$ cat src/rtl/mem_stage.sv
// Memory stage: issues loads/stores on the data-memory port and returns one writeback bundle per instruction.
// Non-memory/misaligned bundles emit the next cycle; ex_ready stays low while a dmem transaction is outstanding.
package mem_stage_pkg;
  typedef enum logic [1:0] {
    RS_ALU = 2'd0,
    RS_MEM = 2'd1,
    RS_PC4 = 2'd2,
    RS_IMM = 2'd3
  } result_src_t;
endpackage

module mem_stage
  import mem_stage_pkg::*;
#(
  parameter int WAIT_LIMIT = 255
) (
  input  logic        clk,
  input  logic        reset_n,
  input  logic        i_ex_valid,
  output logic        o_ex_ready,
  input  logic        i_mem_read,
  input  logic        i_mem_write,
  input  logic        i_reg_write,
  input  result_src_t i_result_src,
  input  logic [2:0]  i_funct3,
  input  logic [31:0] i_alu_result,
  input  logic [4:0]  i_rd,
  input  logic [31:0] i_rd2,
  input  logic [31:0] i_pc_cur,
  output logic        o_dmem_req,
  output logic        o_dmem_we,
  output logic [31:0] o_dmem_addr,
  output logic [31:0] o_dmem_wdata,
  output logic [3:0]  o_dmem_wstrb,
  input  logic        i_dmem_gnt,
  input  logic        i_dmem_rvalid,
  input  logic [31:0] i_dmem_rdata,
  output logic        o_wb_valid,
  output logic        o_wb_reg_write,
  output logic [4:0]  o_wb_rd,
  output result_src_t o_wb_result_src,
  output logic [31:0] o_wb_alu_result,
  output logic [31:0] o_wb_read_data,
  output logic [31:0] o_wb_pc_cur,
  output logic        o_wb_misaligned,
  output logic        o_wb_bus_error
);

  localparam int CW = (WAIT_LIMIT < 2) ? 1 : $clog2(WAIT_LIMIT);
  localparam logic [CW-1:0] LIM_M1 = CW'(WAIT_LIMIT - 1);

  typedef enum logic [1:0] {S_IDLE, S_REQ, S_RESP} state_t;

  state_t      r_state, w_state_nxt;
  logic [CW-1:0] r_cnt, w_cnt_nxt;

  logic        r_we, r_reg_write;
  logic [2:0]  r_f3;
  logic [31:0] r_alu, r_pc, r_wdata;
  logic [4:0]  r_rd;
  logic [3:0]  r_wstrb;
  result_src_t r_result_src;

  logic        r_wb_valid, r_wb_reg_write, r_wb_misaligned, r_wb_bus_error;
  logic [4:0]  r_wb_rd;
  logic [31:0] r_wb_alu_result, r_wb_read_data, r_wb_pc_cur;
  result_src_t r_wb_result_src;

  logic        w_in_mem, w_in_mis, w_capture, w_from_in;
  logic        w_emit, w_emit_mis, w_emit_berr, w_emit_ld;
  logic [31:0] w_st_wdata, w_ld_data;
  logic [3:0]  w_st_wstrb;
  logic [7:0]  w_ld_byte;
  logic [15:0] w_ld_half;
  logic        w_src_reg_write;
  logic [4:0]  w_src_rd;
  logic [31:0] w_src_alu, w_src_pc;
  result_src_t w_src_result_src;

  assign w_in_mem = i_mem_read | i_mem_write;
  // funct3[1:0]: 00 byte, 01 half, anything wider is treated as a word access
  assign w_in_mis = w_in_mem &
                    (((i_funct3[1:0] == 2'b01) & i_alu_result[0]) |
                     (i_funct3[1] & (i_alu_result[1:0] != 2'b00)));

  always_comb begin
    w_st_wdata = i_rd2;
    w_st_wstrb = 4'b1111;
    case (i_funct3[1:0])
      2'b00: begin
        w_st_wdata = {4{i_rd2[7:0]}};
        w_st_wstrb = 4'b0001 << i_alu_result[1:0];
      end
      2'b01: begin
        w_st_wdata = {2{i_rd2[15:0]}};
        w_st_wstrb = i_alu_result[1] ? 4'b1100 : 4'b0011;
      end
      default: begin
        w_st_wdata = i_rd2;
        w_st_wstrb = 4'b1111;
      end
    endcase
    if (!i_mem_write) begin
      w_st_wstrb = 4'b0000;
    end
  end

  always_comb begin
    w_ld_byte = i_dmem_rdata[{r_alu[1:0], 3'b000} +: 8];
    w_ld_half = i_dmem_rdata[{r_alu[1], 4'b0000} +: 16];
    case (r_f3)
      3'b000:  w_ld_data = {{24{w_ld_byte[7]}}, w_ld_byte};
      3'b001:  w_ld_data = {{16{w_ld_half[15]}}, w_ld_half};
      3'b100:  w_ld_data = {24'h000000, w_ld_byte};
      3'b101:  w_ld_data = {16'h0000, w_ld_half};
      default: w_ld_data = i_dmem_rdata;
    endcase
  end

  always_comb begin
    w_state_nxt = r_state;
    w_cnt_nxt   = '0;
    w_capture   = 1'b0;
    w_emit      = 1'b0;
    w_emit_mis  = 1'b0;
    w_emit_berr = 1'b0;
    w_emit_ld   = 1'b0;
    case (r_state)
      S_IDLE: begin
        if (i_ex_valid) begin
          w_capture = 1'b1;
          if (!w_in_mem) begin
            w_emit = 1'b1;
          end else if (w_in_mis) begin
            w_emit     = 1'b1;
            w_emit_mis = 1'b1;
          end else begin
            w_state_nxt = S_REQ;
          end
        end
      end
      S_REQ: begin
        w_cnt_nxt = r_cnt + 1'b1;
        // a granted store completes even in the last allowed cycle; a granted load needs RESP time
        if (i_dmem_gnt && r_we) begin
          w_emit      = 1'b1;
          w_state_nxt = S_IDLE;
          w_cnt_nxt   = '0;
        end else if (r_cnt == LIM_M1) begin
          w_emit      = 1'b1;
          w_emit_berr = 1'b1;
          w_state_nxt = S_IDLE;
          w_cnt_nxt   = '0;
        end else if (i_dmem_gnt) begin
          w_state_nxt = S_RESP;
        end
      end
      S_RESP: begin
        w_cnt_nxt = r_cnt + 1'b1;
        if (i_dmem_rvalid) begin
          w_emit      = 1'b1;
          w_emit_ld   = 1'b1;
          w_state_nxt = S_IDLE;
          w_cnt_nxt   = '0;
        end else if (r_cnt == LIM_M1) begin
          w_emit      = 1'b1;
          w_emit_berr = 1'b1;
          w_state_nxt = S_IDLE;
          w_cnt_nxt   = '0;
        end
      end
      default: begin
        w_state_nxt = S_IDLE;
      end
    endcase
  end

  // Bundles that complete in IDLE take their fields straight from the execute inputs
  assign w_from_in        = (r_state == S_IDLE);
  assign w_src_reg_write  = w_from_in ? i_reg_write  : r_reg_write;
  assign w_src_rd         = w_from_in ? i_rd         : r_rd;
  assign w_src_alu        = w_from_in ? i_alu_result : r_alu;
  assign w_src_pc         = w_from_in ? i_pc_cur     : r_pc;
  assign w_src_result_src = w_from_in ? i_result_src : r_result_src;

  always_ff @(posedge clk or negedge reset_n) begin
    if (!reset_n) begin
      r_state <= S_IDLE;
      r_cnt   <= '0;
    end else begin
      r_state <= w_state_nxt;
      r_cnt   <= w_cnt_nxt;
    end
  end

  always_ff @(posedge clk or negedge reset_n) begin
    if (!reset_n) begin
      r_we         <= 1'b0;
      r_reg_write  <= 1'b0;
      r_f3         <= 3'b000;
      r_alu        <= '0;
      r_pc         <= '0;
      r_rd         <= '0;
      r_wdata      <= '0;
      r_wstrb      <= 4'b0000;
      r_result_src <= RS_ALU;
    end else if (w_capture) begin
      r_we         <= i_mem_write;
      r_reg_write  <= i_reg_write;
      r_f3         <= i_funct3;
      r_alu        <= i_alu_result;
      r_pc         <= i_pc_cur;
      r_rd         <= i_rd;
      r_wdata      <= w_st_wdata;
      r_wstrb      <= w_st_wstrb;
      r_result_src <= i_result_src;
    end
  end

  always_ff @(posedge clk or negedge reset_n) begin
    if (!reset_n) begin
      r_wb_valid      <= 1'b0;
      r_wb_reg_write  <= 1'b0;
      r_wb_rd         <= '0;
      r_wb_result_src <= RS_ALU;
      r_wb_alu_result <= '0;
      r_wb_read_data  <= '0;
      r_wb_pc_cur     <= '0;
      r_wb_misaligned <= 1'b0;
      r_wb_bus_error  <= 1'b0;
    end else begin
      r_wb_valid <= w_emit;
      if (w_emit) begin
        r_wb_reg_write  <= w_src_reg_write & ~w_emit_mis & ~w_emit_berr;
        r_wb_rd         <= w_src_rd;
        r_wb_result_src <= w_src_result_src;
        r_wb_alu_result <= w_src_alu;
        r_wb_read_data  <= w_emit_ld ? w_ld_data : 32'h0000_0000;
        r_wb_pc_cur     <= w_src_pc;
        r_wb_misaligned <= w_emit_mis;
        r_wb_bus_error  <= w_emit_berr;
      end
    end
  end

  assign o_ex_ready      = (r_state == S_IDLE);
  assign o_dmem_req      = (r_state == S_REQ);
  assign o_dmem_we       = (r_state == S_REQ) & r_we;
  assign o_dmem_addr     = {r_alu[31:2], 2'b00};
  assign o_dmem_wdata    = r_wdata;
  assign o_dmem_wstrb    = (r_state == S_REQ) ? r_wstrb : 4'b0000;

  assign o_wb_valid      = r_wb_valid;
  assign o_wb_reg_write  = r_wb_reg_write;
  assign o_wb_rd         = r_wb_rd;
  assign o_wb_result_src = r_wb_result_src;
  assign o_wb_alu_result = r_wb_alu_result;
  assign o_wb_read_data  = r_wb_read_data;
  assign o_wb_pc_cur     = r_wb_pc_cur;
  assign o_wb_misaligned = r_wb_misaligned;
  assign o_wb_bus_error  = r_wb_bus_error;

endmodule

$ cat config.mk
export PLATFORM = sky130hd
export DESIGN_NAME = mem_stage
export DESIGN_NICKNAME = d
export VERILOG_FILES = /design/src/rtl/mem_stage.sv
export SDC_FILE = /design/constraint.sdc
export NUM_CORES = 1
export LEC_CHECK = 0
export CAP_MARGIN = 10
export CORE_MARGIN = 1
export CORE_UTILIZATION = 48
export DETAILED_ROUTE_END_ITERATION = 16
export PLACE_DENSITY = 0.91
export REMOVE_ABC_BUFFERS = 1
export SYNTH_ARGS = -nofsm -noshare
export SYNTH_HDL_FRONTEND = slang
export SYNTH_SLANG_ARGS = --single-unit
$ cat constraint.sdc
create_clock -name clk -period 2.6 [get_ports clk]
set_input_delay 0.39 -clock clk [delete_from_list [all_inputs] [get_ports clk]]
set_output_delay 0.39 -clock clk [all_outputs]
set_load 0.01 [all_outputs]
* Word level (Yosys, flattened, before mapping)
Cells that the tools add are included.
W data, S select, Z words.
** Storage, ports and cells
- Memory bits (read-only) :: 0
- Output and inout bits :: 178
- Memories kept :: 0
- RAM bits :: 0
- Bits of input ports :: 146
- Register bits :: 229
- Bits in latches :: 0
** Cells by class
- Div/mod/pow operators :: 0
- Reduce and logical (&&, ||, !) cells :: 6
- Multiplexer cells :: 42
- $mul :: 0
- Bitwise gates (word level) :: 10
- $lt $le $gt $ge :: 0
- Equal/unequal tests :: 12
- $add $sub $neg :: 1
- Shifts and indexed selects :: 3
** Operators by type and width (count)
- $pmux W32 S4 :: 1
- $mux W32 :: 3
- $pmux W32 S2 :: 1
- $shiftx A32 B6 Y16 :: 1
- $shiftx A32 B6 Y8 :: 1
- $mux W8 :: 3
- $mux W2 :: 9
- $mux W1 :: 16
- $pmux W8 S2 :: 1
- $mux W4 :: 3
- $add A8 B1 Y8 const B :: 1
- $eq A8 B8 Y1 const B :: 1
- $pmux W4 S2 :: 1
- $and A1 B1 Y1 :: 6
- $eq A3 B3 Y1 const B :: 2
- $ne A2 B2 Y1 const B :: 3
- $pmux W2 S3 :: 1
- $mux W5 :: 1
- $reduce_and A5 Y1 :: 1
- $eq A2 B1 Y1 const B :: 2
- $logic_not A2 Y1 :: 2
- $ne A4 B1 Y1 const B :: 1
- $shl A1 B2 Y4 const A :: 1
- $eq A3 B1 Y1 const B :: 1
- other kinds (9) :: 11

* Longest topological paths before layout
- Depth in word-level cells :: 11
- Depth in mapped cells :: 9
- Gate-level depth less buffers :: 6

* Worst setup path before layout
OpenSTA, ideal clock, no wires.
- Path type :: reg-to-reg
- From :: register r_state[0]
- To :: register r_wb_alu_result[0], in the netlist o_wb_alu_result[0]
- Cell stages (with the launch flop) :: 7
- Period minus slack after synthesis :: 2.032 ns
- Buffers on the path :: 2
- Arrival time :: 1.908 ns
- Setup slack :: 0.568 ns
- Cell sequence :: dfrtp_1 inv_1 ha_1 buf_2 clkbuf_1 mux2_2 mux2_2
** Between the ends
- Cells in the longest elaborated chain, start to end :: 2
** Ends and longest elaborated chain
- from (decl) :: line 54 : state_t r_state, w_state_nxt;
- from (signal assigned) :: line 191 : r_state <= w_state_nxt;
- $logic_not A2 Y1 *
- net o_ex_ready :: line 20 : output logic o_ex_ready,
- $pmux W1 S3 / $mux W32 (equally long branches) :: line 128, 182
- to (signal assigned) :: line 237 : r_wb_alu_result <= w_src_alu;
- to (decl) :: line 66 : logic [31:0] r_wb_alu_result, r_wb_read_data, r_wb_pc_cur;
The timed path passes the listed nets; every way through them passes the cells marked *.
A chain may end at the register's enable or synchronous reset.

* Worst setup path in the final report
- From :: register r_state[1]
- To :: output port o_dmem_wstrb[0]
** Between the ends
- Cells in the longest elaborated chain, start to end :: 2
** Ends and longest elaborated chain
- $eq A2 B1 Y1 :: line 251 : assign o_dmem_wstrb = (r_state == S_REQ) ? r_wstrb : 4'b0000;
- $mux W4 :: line 251
- to (decl) :: line 34 : output logic [3:0] o_dmem_wstrb,
No other way between the ends.

==> flow_metrics.py <==
metrics = {
    "global_routing": {
        "grt_use_total_pct": 24.4,
        "gr-total-overflow": 0,
        "grt_start_max_net_pins": 142,
        "grt_pass1_wl_mm": 46.2,
        "antenna_found_initial": 0,
        "first_global_vias": 8505,
    },
    "yosys": {
        "synthMuxAreaShare_pct": 30.6,
        "synth_simple_gate_area_share_pct": 4.58,
        "synth_top_cell_area_share_pct": 51.6,
        "synth_xor_area_share_pct": 0.473,
        "ys_warn_count": 0,
        "ys_ff_latch": 229,
        "synth_fa_ha_area_share_pct": 0.675,
        "syn_inst": 862,
        "async_flop_share_pct": 100,
        "synth_area_leaders": "dfrtp_1 (52%), mux2_2 (23%), mux2i_1 (5.1%), buf_4 (2.7%), o21ai_0 (1.8%)",
        "synthDistinctLibCells": 53,
        "synth-compound-area-share_pct": 6.28,
        "yosysSeqAreaShare_pct": 51.6,
        "synth_area_per_cell_um2": 12.9,
        "synth-main-ff-cell": "dfrtp_1",
        "synth_top_family_by_area": "multiplexers",
        "synth_top_area_cell": "dfrtp_1",
        "synth_edf_count": 0,
        "syn_area_mm2": 0.0111,
    },
    "sta": {
        "hold_slack_ns": 0.379,
        "fin_tns_setup_ns": 0,
        "relSlewSlack_pct": 20.5,
        "max_freq_mhz": 406,
        "period_minus_slack_ns": 2.46,
        "slew_violations": 0,
        "period_share_pct": 94.7,
        "finClkSkew_ns": 0.0238,
        "fin_ws_ns": 0.139,
        "hold_viol": 0,
        "setup_viol": 0,
        "rsz0062_at_grt": "no",
        "worst_slew_pin_slew_ns": 1.19,
    },
    "clock_network": {
        "clockBufferDepth": 3,
        "cts_sinks": 229,
        "path_clk_slew_ns": 0.06,
        "cts_root_buf": "clkbuf_16",
        "htree_levels": 1,
        "cts_tree": "yes",
        "cts_made_buffers": 25,
        "clock_latency_ns": 0.53,
    },
    "power": {
        "p_leak_nw": 6.51,
        "irDropWorstVdd_uv": 809,
        "powerDensity_mw_per_mm2": 1230,
    },
    "route": {
        "viasPerCell": 5.43,
        "drc": 0,
        "dr.pass1.iters": 5,
        "vias": 7934,
        "wl_per_cell_um": 19.6,
        "drtIter0Drc": 317,
        "drt-total-wl_mm": 28.7,
        "ant_nets": 0,
    },
    "finish": {
        "area_growth_pct": 38.4,
        "post-route-util_pct": 67.9,
        "nNetsFinal": 1308,
        "final_common_cell": "clkdlybuf4s50_1",
        "final_cell_mix": "clkdlybuf4s50_1 (320), mux2_2 (230), dfrtp_1 (229)",
        "fillers": 1547,
        "layout-drive-gt1-share_pct": 27.7,
        "antennaDiodeCount": 0,
        "design_area_mm2": 0.0154,
    },
    "setup_path": {
        "critical_path_arrival_ns": 2.07,
        "r2r_cells": 6,
        "end_kind": "output port",
        "crit_fanout": 8,
        "startpoint_type": "register",
        "crit_required_ns": 2.21,
        "crit_type": "reg -> out",
    },
    "placement": {
        "io_buffers": 321,
        "place_congestion": 0.871,
        "place_area_mm2": 0.0145,
        "pre_cts_ws_ns": 0.148,
        "place_hpwl_mm": 19.2,
    },
    "status": {
        "status": "finished clean",
    },
    "hold_path": {
        "hold_path.class": "in -> async",
    },
    "floorplanning": {
        "die_area_mm2": 0.0238,
        "num_rows": 55,
        "core_area_mm2": 0.0226,
        "initial_core_util_pct": 49.1,
        "die_y_um": 154,
        "io_pins": 324,
        "die_w_um": 154,
    },
    "flow_run": {
        "drv_cap": 0,
    },
}
## through the flow
step | total power [mW] | instances
floorplan | 11.0 | 777
global placement | 14.7 | 1408
detailed placement | 15.0 | 1408
CTS | 19.0 | 1456
global route | 19.9 | 1460
finish | 18.9 | 1460
## layout make-up
cell class | instances | area [µm²] | area share, %
clock inverters | 8 | 97.6 | 0.635
inverters | 27 | 101 | 0.659
flip-flops and latches | 229 | 5730 | 37.3
well taps | 285 | 357 | 2.32
clock buffers | 38 | 744 | 4.84
repair buffers | 352 | 3570 | 23.2
multi-input cells | 521 | 4770 | 31.0
## critical path, cell delays in order, from the launching register on
cell	delay (ns)
dfrtp_1	0.41
inv_1	0.12
ha_1	0.18
buf_4	0.16
and2_1	0.13
clkdlybuf4s50_1	0.56
## power breakdown
| group | internal (mW) | total (mW) | switching, mW | leakage, nW |
|---|---|---|---|---|
| Sequential | 5.16 | 6.11 | 0.950 | 2.80 |
| Combinational | 5.34 | 9.14 | 3.79 | 3.30 |
| Clock | 2.17 | 3.64 | 1.46 | 0.418 |
| Total | 12.7 | 18.9 | 6.20 | 6.51 |
## sequential cells by signal (all words and copies together) (netlist names), 3 cells and up
name / cells
o_dmem_wdata: 32
o_wb_alu_result: 32
o_wb_pc_cur: 32
o_wb_read_data: 32
r_alu: 32
r_pc: 32
r_cnt: 8
o_wb_rd: 5
r_rd: 5
r_wstrb: 4
r_f3: 3
## cell families (layout without fill, tap and decap cells)
| family | count (synthesis) | after routing |
|---|---|---|
| AOI/OAI and AO/OA | 99 | 99 |
| xor gates and xnor gates | 6 | 6 |
| adders and majority gates | 6 | 6 |
| buffers and inverters | 113 | 425 |
| DFF | 229 | 229 |
| muxes | 302 | 302 |
| other | 1 | 2 |
| and+or+nand+nor | 106 | 106 |
## cells in the mapped netlist (2+ instances only)
library cell and count:
a211oi_1 2, nand3_1 7, a21oi_1 10, ha_1 6, nor2_1 31, mux2_2 230
nand2_1 35, o31ai_1 2, nor3_1 2, buf_8 2, and3_1 2, clkbuf_1 25
mux4_2 2, dfrtp_1 229, inv_1 27, nand2b_1 3, buf_4 40, o221ai_1 7
mux2_4 13, a211o_1 2, buf_6 2, nor3b_1 7, nor2b_1 7, and2_1 6
mux2i_1 57, o21ai_0 39, buf_1 3, a22o_1 16, buf_2 13, xor2_1 5
o2111ai_1 8
## routing by layer
layer | wire (µm) | up-vias | global-route usage, % | share of wire [%]
li1 | - | 3623 | - | -
met2 | 13700 | 320 | 40.5 | 48
met4 | 1150 | 0 | 9.48 | 4.0
met3 | 2280 | 72 | 7.27 | 8.0
met1 | 11500 | 3919 | 29.8 | 40
met5 | 0 | - | 0 | 0
## worst paths after layout
check	from	to	slack [ns]
worst max-delay path	r_state[1]	o_dmem_wstrb[0]	0.14
worst min-delay path	reset_n	o_dmem_wdata[21]	0.38
worst max register to register	r_state[0]	o_wb_read_data[24]	0.28
worst min register to register	r_wstrb[3]	r_wstrb[3]	0.48
max in group asynchronous	reset_n	o_wb_read_data[6]	1.44
min in group clk	r_wstrb[3]	r_wstrb[3]	0.48
## timing repair
item	in CTS	in global routing
resized for setup	1	0
endpoints found under the setup margin	1	1
pin swaps	1	1
hold buffers	1	0
buffers inserted	0	3
hold endpoints to repair	57	0
cloned	1	0
Power figures use the tool's default switching activity.
